==> config.mk <==
export PLATFORM = sky130hd
export DESIGN_NAME = uart_rx_core_flat
export DESIGN_NICKNAME = d
export VERILOG_FILES = /design/src/rtl/uart_rx_core_if.sv /design/src/rtl/uart_rx_core.sv /design/src/flat_wrapper.sv
export SDC_FILE = /design/constraint.sdc
export NUM_CORES = 1
export LEC_CHECK = 0
export CAP_MARGIN = 20
export CORE_MARGIN = 4
export CORE_UTILIZATION = 45
export CTS_BUF_LIST = sky130_fd_sc_hd__clkbuf_8
export DETAILED_ROUTE_END_ITERATION = 10
export PLACE_DENSITY_LB_ADDON = 0.25
export REMOVE_ABC_BUFFERS = 1
export SETUP_SLACK_MARGIN = 0.1
export SYNTH_ARGS = -nofsm -noshare
export SYNTH_HDL_FRONTEND = slang
export SYNTH_SLANG_ARGS = --single-unit
==> constraint.sdc <==
create_clock -name clk -period 1.5 [get_ports clk]
set_input_delay 0.15 -clock clk [delete_from_list [all_inputs] [get_ports clk]]
set_output_delay 0.15 -clock clk [all_outputs]
set_load 0.05 [all_outputs]
==> src/rtl/uart_rx_core_if.sv <==
// uart_rx_core_if: receive-side handshake between the UART receiver and the
// register/FIFO layer. The receiver drives the word, its valid flag and the
// per-frame error pulses; the consumer drives rx_ready.
interface uart_rx_core_if #(
   parameter int DATA_BITS = 8
);
   logic [DATA_BITS-1:0] rx_data;
   logic                 rx_valid;
   logic                 rx_ready;
   logic                 frame_err;
   logic                 parity_err;
   logic                 overrun;

   modport master (
      output rx_data,
      output rx_valid,
      output frame_err,
      output parity_err,
      output overrun,
      input  rx_ready
   );

   modport slave (
      input  rx_data,
      input  rx_valid,
      input  frame_err,
      input  parity_err,
      input  overrun,
      output rx_ready
   );
endinterface

==> src/rtl/uart_rx_core.sv <==
// uart_rx_core: oversampling UART receiver.
// The rx line is synchronised, the start bit is validated at its centre, and
// every later bit is sampled one full bit period (OVERSAMPLE baud ticks) apart.
// Words are presented on a valid/ready handshake; frame, parity and overrun
// conditions are reported as single-clock pulses.
// Optional feature macro: UART_RX_PARITY_EN adds one parity bit after the data
// bits, checked for even (PARITY_ODD=0) or odd (PARITY_ODD=1) parity. Without
// it the frame is start + data + stop(s) and parity_err stays low.
module uart_rx_core #(
   parameter int DATA_BITS  = 8,
   parameter int OVERSAMPLE = 16,
   parameter int STOP_BITS  = 1,
   parameter int PARITY_ODD = 0
) (
   input  logic           clk,
   input  logic           rst_n,
   input  logic           rx,
   input  logic           baud_tick,
   uart_rx_core_if.master bus
);

   localparam int TW = $clog2(OVERSAMPLE);
   localparam int BW = (DATA_BITS > 1) ? $clog2(DATA_BITS) : 1;

   localparam logic [TW-1:0] HALF_LAST = TW'(OVERSAMPLE / 2 - 1);
   localparam logic [TW-1:0] FULL_LAST = TW'(OVERSAMPLE - 1);
   localparam logic [BW-1:0] LAST_BIT  = BW'(DATA_BITS - 1);
   localparam logic [0:0]    LAST_STOP = 1'(STOP_BITS - 1);
   localparam logic          PAR_ODD   = (PARITY_ODD != 0);

   typedef enum logic [2:0] {
      IDLE,
      START,
      DATA,
`ifdef UART_RX_PARITY_EN
      PARITY,
`endif
      STOP,
      BREAK
   } state_t;

   state_t               state;
   state_t               state_n;
   logic                 rx_meta;
   logic                 rx_s;
   logic [TW-1:0]        tick_cnt;
   logic [BW-1:0]        bit_cnt;
   logic [0:0]           stop_cnt;
   logic [DATA_BITS-1:0] shift_reg;
   logic                 mid_hit;
   logic                 bit_hit;
   logic                 sample_data;
   logic                 frame_ok;
   logic                 frame_bad;
`ifdef UART_RX_PARITY_EN
   logic                 sample_par;
   logic                 parity_bad;
`endif

   assign mid_hit = baud_tick && (tick_cnt == HALF_LAST);
   assign bit_hit = baud_tick && (tick_cnt == FULL_LAST);

   // Two-flop synchroniser; resets to the idle (high) line level.
   always_ff @(posedge clk or negedge rst_n) begin
      if (!rst_n) begin
         rx_meta <= 1'b1;
         rx_s    <= 1'b1;
      end else begin
         rx_meta <= rx;
         rx_s    <= rx_meta;
      end
   end

   // State register.
   always_ff @(posedge clk or negedge rst_n) begin
      if (!rst_n) begin
         state <= IDLE;
      end else begin
         state <= state_n;
      end
   end

   // Next-state decode and per-tick sampling strobes; nothing moves without a baud tick.
   always_comb begin
      state_n     = state;
      sample_data = 1'b0;
      frame_ok    = 1'b0;
      frame_bad   = 1'b0;
`ifdef UART_RX_PARITY_EN
      sample_par  = 1'b0;
`endif
      case (state)
         IDLE: begin
            if (baud_tick && !rx_s) begin
               state_n = START;
            end
         end
         START: begin
            if (mid_hit) begin
               state_n = rx_s ? IDLE : DATA;
            end
         end
         DATA: begin
            if (bit_hit) begin
               sample_data = 1'b1;
               if (bit_cnt == LAST_BIT) begin
`ifdef UART_RX_PARITY_EN
                  state_n = PARITY;
`else
                  state_n = STOP;
`endif
               end
            end
         end
`ifdef UART_RX_PARITY_EN
         PARITY: begin
            if (bit_hit) begin
               sample_par = 1'b1;
               state_n    = STOP;
            end
         end
`endif
         STOP: begin
            if (bit_hit) begin
               if (!rx_s) begin
                  frame_bad = 1'b1;
                  state_n   = BREAK;
               end else if (stop_cnt == LAST_STOP) begin
                  frame_ok = 1'b1;
                  state_n  = IDLE;
               end
            end
         end
         BREAK: begin
            if (baud_tick && rx_s) begin
               state_n = IDLE;
            end
         end
         default: begin
            state_n = IDLE;
         end
      endcase
   end

   // Tick/bit/stop counters and the data shift register, advanced only on baud ticks.
   always_ff @(posedge clk or negedge rst_n) begin
      if (!rst_n) begin
         tick_cnt   <= '0;
         bit_cnt    <= '0;
         stop_cnt   <= '0;
         shift_reg  <= '0;
`ifdef UART_RX_PARITY_EN
         parity_bad <= 1'b0;
`endif
      end else if (baud_tick) begin
         if ((state_n != state) || bit_hit || (state == IDLE) || (state == BREAK)) begin
            tick_cnt <= '0;
         end else begin
            tick_cnt <= tick_cnt + TW'(1);
         end
         if (state != DATA) begin
            bit_cnt <= '0;
         end else if (sample_data) begin
            bit_cnt <= bit_cnt + BW'(1);
         end
         if (state != STOP) begin
            stop_cnt <= '0;
         end else if (bit_hit) begin
            stop_cnt <= stop_cnt + 1'b1;
         end
         if (sample_data) begin
            shift_reg <= {rx_s, shift_reg[DATA_BITS-1:1]};
         end
`ifdef UART_RX_PARITY_EN
         if (state == START) begin
            parity_bad <= 1'b0;
         end else if (sample_par) begin
            parity_bad <= ((^shift_reg) ^ rx_s) != PAR_ODD;
         end
`endif
      end
   end

   // Word delivery, handshake and error pulses; a completing frame may replace a word accepted on the same clock.
   always_ff @(posedge clk or negedge rst_n) begin
      if (!rst_n) begin
         bus.rx_data    <= '0;
         bus.rx_valid   <= 1'b0;
         bus.frame_err  <= 1'b0;
         bus.parity_err <= 1'b0;
         bus.overrun    <= 1'b0;
      end else begin
         bus.frame_err <= frame_bad;
         bus.overrun   <= 1'b0;
`ifdef UART_RX_PARITY_EN
         bus.parity_err <= frame_ok && parity_bad;
`else
         bus.parity_err <= 1'b0 & PAR_ODD;
`endif
         if (frame_ok) begin
            if (!bus.rx_valid || bus.rx_ready) begin
               bus.rx_data  <= shift_reg;
               bus.rx_valid <= 1'b1;
            end else begin
               bus.overrun <= 1'b1;
            end
         end else if (bus.rx_valid && bus.rx_ready) begin
            bus.rx_valid <= 1'b0;
         end
      end
   end

endmodule
==> src/flat_wrapper.sv <==
// flat-port wrapper written by rule: the top's interface ports become plain ports
module uart_rx_core_flat 
#(
   parameter int DATA_BITS  = 8,
   parameter int OVERSAMPLE = 16,
   parameter int STOP_BITS  = 1,
   parameter int PARITY_ODD = 0
)
  (clk, rst_n, rx, baud_tick, bus_rx_data, bus_rx_valid, bus_frame_err, bus_parity_err, bus_overrun, bus_rx_ready);
  uart_rx_core_if #(.DATA_BITS(DATA_BITS)) bus_i ();
  input  logic clk;
  input  logic rst_n;
  input  logic rx;
  input  logic baud_tick;
  output wire logic [$bits(bus_i.rx_data)-1:0] bus_rx_data;
  output wire logic [$bits(bus_i.rx_valid)-1:0] bus_rx_valid;
  output wire logic [$bits(bus_i.frame_err)-1:0] bus_frame_err;
  output wire logic [$bits(bus_i.parity_err)-1:0] bus_parity_err;
  output wire logic [$bits(bus_i.overrun)-1:0] bus_overrun;
  input wire logic [$bits(bus_i.rx_ready)-1:0] bus_rx_ready;
  assign bus_rx_data = bus_i.rx_data;
  assign bus_rx_valid = bus_i.rx_valid;
  assign bus_frame_err = bus_i.frame_err;
  assign bus_parity_err = bus_i.parity_err;
  assign bus_overrun = bus_i.overrun;
  assign bus_i.rx_ready = bus_rx_ready;
  uart_rx_core #(.DATA_BITS(DATA_BITS), .OVERSAMPLE(OVERSAMPLE), .STOP_BITS(STOP_BITS), .PARITY_ODD(PARITY_ODD)) u_core (.clk(clk), .rst_n(rst_n), .rx(rx), .baud_tick(baud_tick), .bus(bus_i));
endmodule
==> flow_metrics.py <==
metrics = {
    "outcome": {
        "outcome": "finished with violations",
        "violations": "setup timing",
    },
    "sta": {
        "finalCriticalPeriod_ps": 1570,
        "rsz0062_at_grt": "yes",
        "hold_violations": 0,
        "hold_ws_ps": 262,
        "slew_violations": 0,
        "period_share": 1.05,
        "setup_ws_ps": -70.2,
        "fmax_ghz": 0.637,
        "setup_viol": 10,
        "fin_worst_skew_ps": 4.07,
    },
    "route": {
        "vias_per_cell": 5.20,
        "ant_nets": 0,
        "drc_errors": 0,
        "drtIter0Drc": 72,
        "num_vias": 1171,
        "firstDrtPassIters": 4,
        "wl_per_cell_um": 14.7,
        "drt-total-wl_um": 3310,
    },
    "critical_path": {
        "criticalPathCategory": "reg -> reg",
        "start_kind": "register",
        "ff2ff_setup_slack_ps": -70,
        "r2r_start": "u_core.tick_cnt[1]",
        "worstSetupEndpoint": "u_core.bus.rx_data[5]",
        "path_cells": "ha_4 -> nand4_4 -> nor2_1 -> and4_1 -> buf_12 -> mux2_4",
        "endpoint_kind": "register",
        "cp-startpoint": "u_core.tick_cnt[1]",
        "rr_worst_depth": 6,
        "reg2reg_to": "u_core.bus.rx_data[5]",
        "critPathMaxFanout": 8,
        "cpPeakStageDelay_ps": 400,
        "cp.arrival_ps": 1740,
        "path_delay_family": "simple AND/OR/NAND/NOR gates",
        "worstPathRequired_ps": 1670,
        "slowest_stage": "dfrtp_1",
        "cp.buffers_inverters": 1,
        "crit_cells": 6,
    },
    "synthesis": {
        "avgSynthCellArea_um2": 10.7,
        "ys_seq_elements": 32,
        "synthCells": 140,
        "synthArstFlopShare": 1.00,
        "synth_area_mm2": 0.00150,
        "synth_edf_count": 0,
        "yosysWarnings": 0,
        "ys_seq_area_frac": 0.537,
        "ys_types": 36,
        "synth_ff_type": "dfrtp_1",
    },
    "final_layout": {
        "ff_latch_area_um2": 803,
        "diodes": 0,
        "final_common_cell": "buf_4",
        "fin_nets": 188,
        "layout_common_cells": "34 x buf_4, 30 x dfrtp_1, 29 x nand2_1, 8 x nor2_1, 8 x mux2_4",
        "syn2layout_area_growth_pct": 38.7,
        "fill_cells": 240,
        "layout-drive-gt1-share": 0.442,
        "multiInputGateArea_um2": 763,
        "final_util": 0.663,
    },
    "clock_tree": {
        "cts_hold_buf": 0,
        "cts_root_buffer": "clkbuf_8",
        "numCtsBuffers": 5,
        "cts_num_sinks": 32,
        "clk_pin_slew_ps": 70,
        "worstSkewPairLatency_ps": 280,
        "cts_tree": "done",
        "htree_levels": 2,
        "clk_path_buf_depth": 2,
    },
    "grt": {
        "grt_max_degree": 33,
        "grt_use_met2": 0.279,
        "gr-usage-met3": 0.0615,
        "grt_use_total": 0.177,
        "grt_pass1_wl_um": 5770,
        "antenna_found_initial": 0,
        "grt_util_met1": 0.219,
        "overflow": 0,
        "gr-max-usage-layer": "met2",
        "grt_pass1_vias": 1229,
    },
    "floorplanning": {
        "die_y_um": 65.6,
        "die_w_um": 65.6,
        "num_rows": 20,
        "die-area_mm2": 0.00431,
        "core_area_mm2": 0.00313,
        "ioPinCount": 17,
        "start_util": 0.478,
    },
    "power_and_ir_drop": {
        "power.static_leakage_nw": 1.02,
        "powerDensity_mw_per_mm2": 1580,
        "peakVddDrop_mv": 0.860,
    },
    "place": {
        "numPortBuffers": 15,
        "dp_slack_ps": -283,
        "place_hpwl_um": 2200,
        "gp_congestion": 0.964,
    },
    "min_path": {
        "worstHoldPathType": "in -> async",
    },
    "run": {
        "max_cap_violations": 0,
    },
}
[metal layers]
layer | routed length, um | part of all wire
met1 | 1470 | 0.44
met2 | 1610 | 0.49
met3 | 174 | 0.053
met4 | 46 | 0.014
met5 | 0 | 0
[worst min-delay path by stage]
stage / startpoint / endpoint / slack [ps] / depth (start not counted)
after floorplan: rst_n / u_core.bit_cnt[0] / -150 / 0
after global placement: u_core.rx_meta / u_core.rx_s / 350 / 0
after detailed placement: u_core.rx_meta / u_core.rx_s / 350 / 0
after CTS: rx / u_core.rx_meta / 270 / 1
after global routing: rx / u_core.rx_meta / 270 / 1
final: rst_n / u_core.bus.frame_err / 260 / 2
[report_power, final]
part | total (mW) | internal (mW) | switching (mW)
Sequential | 1.20 | 1.03 | 0.174
Combinational | 1.25 | 0.596 | 0.659
Clock | 0.822 | 0.491 | 0.331
[final cells by class]
type | instances | area share
timing repair buffer | 40 | 0.157
tap | 44 | 0.0265
clock inverter | 3 | 0.0205
inverter | 4 | 0.00724
clock buffer | 5 | 0.0332
sequential | 32 | 0.387
multi-input combinational | 97 | 0.368
[worst reg2reg max path: stages (launching register included)]
cell     delay, ps
dfrtp_1        400
ha_4           190
nand4_4         90
nor2_1          90
and4_1         240
buf_12         150
mux2_4         300
[cells in the mapped netlist (2+ instances only)]
cell | instances | area, um^2
buf_2 | 3 | 15.0
ha_1 | 3 | 37.5
nor3_1 | 3 | 15.0
dfstp_2 | 2 | 52.6
a31oi_1 | 3 | 18.8
mux2_4 | 8 | 120
inv_1 | 4 | 15.0
a22o_1 | 2 | 17.5
buf_4 | 2 | 15.0
dfrtp_1 | 30 | 751
o32ai_1 | 2 | 17.5
and3_1 | 2 | 12.5
a211oi_1 | 2 | 15.0
a21oi_1 | 3 | 15.0
nor2_1 | 8 | 30.0
nand2b_1 | 3 | 18.8
nand2_1 | 32 | 120
nor2b_1 | 3 | 18.8
buf_6 | 2 | 22.5
o21ai_0 | 4 | 20.0
nand4_1 | 2 | 12.5
o31ai_1 | 3 | 22.5
[per-stage QoR]
| stage | setup TNS [ps] | total power [mW] | area, um^2 | instances |
|---|---|---|---|---|
| detailed placement | -5250 | 2.11 | 1810 | 215 |
| finish | -555 | 3.28 | 2070 | 225 |
| CTS | -433 | 3.24 | 2050 | 225 |
| global route | -1580 | 3.47 | 2070 | 225 |
| global placement | -4780 | 2.07 | 1810 | 215 |
| floorplan | -3780 | 1.70 | 1440 | 133 |
[cell families (layout without fill, tap and decap cells)]
logic type,Yosys count,in the layout,synth area share
multiplexers,8,8,0.0803
flip-flops,32,32,0.537
other,1,1,0.00251
AND/OR/NAND/NOR,60,60,0.191
adder cells (fa/ha/maj),3,3,0.0251
buffers and inverters,11,52,0.0452
AO/OA/AOI/OAI,24,24,0.113
XOR/XNOR,1,1,0.00586
[what timing repair did]
item / in CTS / in global routing
gates resized for setup: 24 / 6
cloned: 0 / 0
setup endpoints to repair: 27 / 29
buffers inserted: 3 / 0
pin swaps: 10 / 5
Power figures use the tool's default switching activity.
